## src/rtl/lector_bus_rtc.sv

```systemverilog
// -----------------------------------------------------------------------------
// lector_bus_rtc
//   Read-cycle sequencer for the RTC multiplexed address/data bus. A start
//   request runs one timed register read: address setup, address latch pulse
//   (Wr), address hold, bus turnaround, data pulse (Rd) with capture at its
//   last edge, data hold, then a one-cycle done pulse. Every phase except the
//   done cycle lasts T_FASE clocks. All outputs come straight from registers.
//
// Ports
//   clk         system clock, rising edge
//   reset       asynchronous, active-high reset
//   iniciar     start request, honoured only while idle
//   direccion   RTC register address, latched when a start is accepted
//   bus_in      data returned on the AD bus
//   bus_out     value driven onto the AD bus while bus_oe = 1
//   bus_oe      AD bus output enable (1 = this block drives)
//   Cs_lectura  chip select, active low
//   Rd_lectura  read strobe, active low
//   Wr_lectura  address latch strobe, active low
//   Ad_lectura  address/data select, 0 = address phase
//   dato_leido  last captured register value
//   ocupado     1 while a read is in progress
//   listo       one-cycle pulse when dato_leido has been updated
// -----------------------------------------------------------------------------
module lector_bus_rtc #(
    parameter int largo  = 8,
    parameter int T_FASE = 4
) (
    input  logic             clk,
    input  logic             reset,
    input  logic             iniciar,
    input  logic [largo-1:0] direccion,
    input  logic [largo-1:0] bus_in,
    output logic [largo-1:0] bus_out,
    output logic             bus_oe,
    output logic             Cs_lectura,
    output logic             Rd_lectura,
    output logic             Wr_lectura,
    output logic             Ad_lectura,
    output logic [largo-1:0] dato_leido,
    output logic             ocupado,
    output logic             listo
);

    typedef enum logic [2:0] {
        REPOSO,
        A_SET,
        A_PULSO,
        A_HOLD,
        GIRO,
        D_PULSO,
        D_HOLD,
        FIN
    } estado_t;

    localparam logic [7:0] CNT_ULTIMO = 8'(T_FASE - 1);

    estado_t          state_q, state_d;
    logic [7:0]       cnt_q, cnt_d;
    logic [largo-1:0] addr_q, addr_d;
    logic [largo-1:0] dato_q, dato_d;
    logic [largo-1:0] bus_out_q, bus_out_d;
    logic             bus_oe_q, bus_oe_d;
    logic             cs_q, cs_d;
    logic             rd_q, rd_d;
    logic             wr_q, wr_d;
    logic             ad_q, ad_d;
    logic             ocupado_q, ocupado_d;
    logic             listo_q, listo_d;

    // Next state, then the outputs decoded from that next state so that the
    // registered outputs line up with the state they belong to.
    always_comb begin
        // NOTE: every signal gets a default first so no path leaves it
        // unassigned; otherwise synthesis infers a latch to hold the old value.
        state_d   = state_q;
        cnt_d     = cnt_q;
        addr_d    = addr_q;
        dato_d    = dato_q;

        if (state_q == REPOSO) begin
            if (iniciar) begin
                state_d = A_SET;
                cnt_d   = '0;
                addr_d  = direccion;
            end
        end else if (state_q == FIN) begin
            state_d = REPOSO;
        end else if (cnt_q == CNT_ULTIMO) begin
            cnt_d = '0;
            case (state_q)
                A_SET:   state_d = A_PULSO;
                A_PULSO: state_d = A_HOLD;
                A_HOLD:  state_d = GIRO;
                GIRO:    state_d = D_PULSO;
                D_PULSO: begin
                    state_d = D_HOLD;
                    // Only the bus value at the final D_PULSO edge counts.
                    dato_d  = bus_in;
                end
                D_HOLD:  state_d = FIN;
                default: state_d = REPOSO;
            endcase
        end else begin
            cnt_d = cnt_q + 8'd1;
        end

        cs_d      = 1'b1;
        rd_d      = 1'b1;
        wr_d      = 1'b1;
        ad_d      = 1'b1;
        bus_oe_d  = 1'b0;
        bus_out_d = '0;
        ocupado_d = (state_d != REPOSO);
        listo_d   = (state_d == FIN);

        case (state_d)
            A_SET, A_HOLD: begin
                ad_d      = 1'b0;
                bus_oe_d  = 1'b1;
                bus_out_d = addr_d;
            end
            A_PULSO: begin
                ad_d      = 1'b0;
                bus_oe_d  = 1'b1;
                bus_out_d = addr_d;
                cs_d      = 1'b0;
                wr_d      = 1'b0;
            end
            D_PULSO: begin
                cs_d = 1'b0;
                rd_d = 1'b0;
            end
            default: ;
        endcase
    end

    always_ff @(posedge clk or posedge reset) begin
        // NOTE: sequential state uses non-blocking assignments so every
        // register samples pre-edge values regardless of statement order.
        if (reset) begin
            state_q   <= REPOSO;
            cnt_q     <= '0;
            addr_q    <= '0;
            dato_q    <= '0;
            bus_out_q <= '0;
            bus_oe_q  <= 1'b0;
            cs_q      <= 1'b1;
            rd_q      <= 1'b1;
            wr_q      <= 1'b1;
            ad_q      <= 1'b1;
            ocupado_q <= 1'b0;
            listo_q   <= 1'b0;
        end else begin
            state_q   <= state_d;
            cnt_q     <= cnt_d;
            addr_q    <= addr_d;
            dato_q    <= dato_d;
            bus_out_q <= bus_out_d;
            bus_oe_q  <= bus_oe_d;
            cs_q      <= cs_d;
            rd_q      <= rd_d;
            wr_q      <= wr_d;
            ad_q      <= ad_d;
            ocupado_q <= ocupado_d;
            listo_q   <= listo_d;
        end
    end

    assign bus_out    = bus_out_q;
    assign bus_oe     = bus_oe_q;
    assign Cs_lectura = cs_q;
    assign Rd_lectura = rd_q;
    assign Wr_lectura = wr_q;
    assign Ad_lectura = ad_q;
    assign dato_leido = dato_q;
    assign ocupado    = ocupado_q;
    assign listo      = listo_q;

endmodule

```

## config.mk

```make
export PLATFORM = sky130hd
export DESIGN_NAME = lector_bus_rtc
export DESIGN_NICKNAME = d
export VERILOG_FILES = /design/src/rtl/lector_bus_rtc.sv
export SDC_FILE = /design/constraint.sdc
export NUM_CORES = 1
export LEC_CHECK = 0
export ABC_AREA = 0
export CORE_ASPECT_RATIO = 1.5
export CORE_MARGIN = 2
export CORE_UTILIZATION = 30
export DETAILED_ROUTE_END_ITERATION = 7
export PLACE_DENSITY = 0.56
export SYNTH_ARGS = -nofsm -noshare
export SYNTH_HDL_FRONTEND = slang
export SYNTH_SLANG_ARGS = --single-unit
```

## constraint.sdc

```tcl
create_clock -name clk -period 4 [get_ports clk]
set_input_delay 0.6 -clock clk [delete_from_list [all_inputs] [get_ports clk]]
set_output_delay 0.6 -clock clk [all_outputs]
set_load 0.005 [all_outputs]
```

### Word-level counts from Yosys, hierarchy flattened

Index checks and enable logic that the tools add are counted.

* bitwise gates (word level): 2
* mux-type cells: 17
* add/subtract/negate cells: 1
* reductions and logical operators: 6
* equal/unequal tests: 15

Operators by type and width (count)
* $mux 8: 7
* $eq 3x3->1 const B: 6
* $pmux 3 s6: 1
* $eq 3x2->1 const B: 4
* $mux 3: 4
* $add 8x1->8 const B: 1
* $eq 8x2->1 const B: 1
* $eq 3x1->1 const B: 2
* $mux 1: 5
* $ne 2x2->1 const B: 2
* $reduce_and 4->1: 1
* $logic_not 3->1: 1
* $reduce_bool 3->1: 1
* $reduce_or 3->1: 1
* $not 1->1: 2
* $reduce_and 2->1: 1
* $reduce_or 2->1: 1

* output and inout bits: 23
* logic and storage cells: 53
* input port bits: 19
* register bits: 42

### Logic depth before layout (Yosys ltp)

* word-level depth: 8
* gate-level depth with buffers: 6
* mapped depth without buffers: 5

### Worst setup path after synthesis

OpenSTA, ideal clock, no wires.

* path kind: flip-flop to flip-flop
* start: register cnt_q[0]
* end: register dato_q[0], in the netlist dato_leido[0]
* path buffers: 1
* library setup time: 0.125 ns
* clock period less this slack: 1.637 ns
* arrival time: 1.512 ns
* cell stages (with the launch flop): 7
* setup slack: 2.363 ns
* required time: 3.875 ns
* cell sequence: dfrtp_1 -> ha_1 -> nor4b_4 -> and2_0 -> buf_4 -> nand3_4 -> mux2_2

* cells in the longest elaborated chain, start to end: 2

RTL lines
* start, declared: RTL line 59 `logic [7:0] cnt_q, cnt_d;`
* start signal, assigned: RTL line 156 `cnt_q <= cnt_d;`
* $eq 8x2->1: RTL line 89 `end else if (cnt_q == CNT_ULTIMO) begin`
* $reduce_and 4->1 (no source line)
* end signal, assigned: RTL line 158 `dato_q <= dato_d;`
* end, declared: RTL line 61 `logic [largo-1:0] dato_q, dato_d;`

No other way between the ends.
A chain may end at the register's enable or synchronous reset.

### Worst setup path after layout

* start: register cnt_q[1]
* end: register dato_q[2], in the netlist dato_leido[2]

The elaborated chain is that of the path after synthesis.

==> metrics.csv <==
stage,metric,value,unit
clock_tree,Worst-Skew Late Latency,290,ps
synthesis,async set or reset register ratio after synthesis,100,%
power,PwrDens,724,nW/µm²
sta,setup TNS,0,ps
cells_and_area,Final #Nets,201,
sta,"Hold Vio Cnt, Final",0,
cells_and_area,layout cells sized above 1,19.2,%
placement,Port Buf Inserts,41,
cells_and_area,Multi-input gate area,653,µm²
die,Die ar.,6500,µm²
sta,Worst Skew,13.5,ps
power,leak pwr,0.967,nW
sta,crit path time final,2030,ps
sta,final worst slack,1970,ps
clock_tree,clk slew on worst S/H paths,80,ps
detailed_routing,vias per cell,4.57,
worst_setup_path,Critical Path RT,4180,ps
detailed_routing,routed vias,1160,
clock_tree,CTS tree,yes,
placement,placed insts,246,
die,Core Region,5740,µm²
synthesis,Syn Nets,158,
clock_tree,cts hold-fix bufs,0,
global_route,vias in the first global route,1269,
global_route,total global-route track usage,12.0,%
synthesis,Post-synth EDFFs,0,
detailed_routing,Post-Route WL,3410,µm
clock_tree,clock buffer depth,2,
synthesis,"Seq/Total Area, Yosys",60.1,%
cells_and_area,fillcell total,543,
cells_and_area,Seq. cell area,1060,µm²
power,Max VDD drop,238,µV
synthesis,YS warnings,0,
clock_tree,total CTS buffers,5,
clock_tree,htree depth,2,
global_route,largest net degree at the start of global routing,43,
synthesis,ys flop type,dfrtp_1,
flow_run,Max Cap Viol,0,
cells_and_area,Post-Layout Cell Count,254,
cells_and_area,ant diodes,0,
sta,Max Slew Vio Count,0,
global_route,first-pass GRT wire length,5990,µm
sta,Final Hold Slack,496,ps
cells_and_area,Layout area overhead,33.6,%
sta,final setup vio count,0,
detailed_routing,drt drc,0,
global_route,Overflow after GRT,0,
die,Rows,34,
sta,maximum clock rate,0.493,GHz
detailed_routing,Starting DRT DRC Count,66,
synthesis,Yosys cell types,38,
worst_setup_path,Crit Path Class,flop to flop,
clock_tree,CTS sink count,42,
clock_tree,Post-CTS Setup Inserts,0,
sta,Slew HR,59.9,%
worst_setup_path,CP arrival,2210,ps
sta,RSZ-0062 raised after global routing,no,
power,Tot Pwr,1.70,mW
clock_tree,Root Driver,clkbuf_8,
placement,hpwl dp,2460,µm
global_route,initial antenna violation count,0,
placement,Place WS,1740,ps
synthesis,Mapped Cells,138,
sta,final worst path period share,50.8,%
run_status,status,"complete, no violations",
detailed_routing,WL per Instance,13.4,µm
die,I/O Pins,42,
die,Die Wd,66.5,µm
synthesis,Post-Synthesis Cell Area,1760,µm²
detailed_routing,DRT Pass-1 Iters,4,
clock_tree,Resize count post-CTS,0,
detailed_routing,final antenna-violating net count,0,
synthesis,"Avg Cell Area, Syn",12.7,µm²
synthesis,#FFs+latches synth,42,
sta,actual slew at the worst max-slew pin,601,ps
worst_setup_path,Worst Setup End Kind,flop,
hold_path,worst hold path class,flop to flop,
placement,Final Wtd Congestion,0.690,
die,Die Span Y,97.8,µm
worst_setup_path,crit path launch type,flop,
worst_setup_path,maximum net fanout on the critical path,8,
die,initial core utilization,30.6,%
-- metal layers --
metal / global-route usage (%) / wire length, µm / part of all wire, % / vias to the layer above
met2: 21.2 / 1900 / 56 / 20
li1: - / - / - / 562
met4: 5.18 / 74 / 2.2 / 0
met3: 2.42 / 112 / 3.3 / 5
met5: 0 / 0 / 0 / -
met1: 13.7 / 1320 / 39 / 573
-- per-stage QoR --
stage	cell area [µm²]	util, %
2_1_floorplan	1760	-
3_3_place_gp	2230	38.9
3_5_place_dp	2230	38.9
4_1_cts	2350	40.9
5_1_grt	2350	40.9
6_report	2350	40.9
-- worst max-delay path: stages, from the launching register on --
cell and delay [ps]:
dfrtp_1 380, ha_1 250, nor4b_4 310, and2_0 450, nand3_4 220, mux2_2 320
-- kinds of logic (layout without fill, tap and decap cells) --
logic type	count (synthesis)	after routing	share of synthesized area, %
simple gates	44	44	14.9
flops	42	42	60.1
compound gates	21	21	9.18
mux	17	17	10.9
buf+inv	10	54	2.77
xor+xnor	3	3	1.49
fa+ha+maj	1	1	0.712
-- layout by cell type, fill, tap and decap left out, types with 2 or more instances in the layout --
cell type	instances
a21oi_1	3
a22o_1	4
a31oi_1	2
clkbuf_8	6
clkdlybuf4s50_1	41
dfrtp_1	38
dfstp_2	4
inv_1	3
mux2_2	17
nand2_1	9
nand2b_1	2
nand3_1	3
nand4_1	2
nor2_1	6
nor2b_1	9
nor3_1	5
o21ai_0	2
o21ai_2	2
xnor2_1	2
-- where the power goes --
part / switching (mW) / leakage, nW / internal, mW / total (mW)
logic: 0.256 / 0.407 / 0.370 / 0.625
clock network: 0.136 / 0.0585 / 0.203 / 0.339
registers: 0.128 / 0.501 / 0.608 / 0.736
total: 0.519 / 0.967 / 1.18 / 1.70
-- cell usage after synthesis (3+ instances only) --
| master | n | area [µm²] |
|---|---|---|
| a22o_1 | 4 | 35.0 |
| nor2b_1 | 9 | 56.3 |
| mux2_2 | 17 | 191 |
| nand3_1 | 3 | 15.0 |
| a21oi_1 | 3 | 15.0 |
| inv_1 | 4 | 15.0 |
| buf_2 | 3 | 15.0 |
| dfstp_2 | 4 | 105 |
| nor2_1 | 6 | 22.5 |
| dfrtp_1 | 38 | 951 |
| nor3_1 | 5 | 25.0 |
| nand2_1 | 9 | 33.8 |
-- final cells by class --
class / instances / share of cell area (%)
clock buffers: 7 / 3.68
clock inverters: 1 / 1.28
inverters: 4 / 0.639
multi-input cells: 86 / 27.8
flip-flops and latches: 42 / 45.0
well taps: 72 / 3.84
repair buffers: 42 / 17.8
-- path summary, 6_finish.rpt --
kind,start,slack (ps),depth (start not counted),end
worst max register to register,cnt_q[1],1970,5,dato_leido[2]
worst min register to register,addr_q[2],500,1,addr_q[2]
worst min-delay path,addr_q[2],500,1,addr_q[2]
worst max-delay path,cnt_q[1],1970,5,dato_leido[2]
min in group asynchronous,reset,750,3,ocupado
max in group asynchronous,reset,2860,3,Cs_lectura
-- registers in the layout, indices dropped and copies added, names as in the netlist --
signal,flops
Ad_lectura,1
Cs_lectura,1
Rd_lectura,1
Wr_lectura,1
addr_q,8
bus_oe,1
bus_out,8
cnt_q,8
dato_leido,8
listo,1
ocupado,1
state_q,3
(Power assumes the default switching activity.)
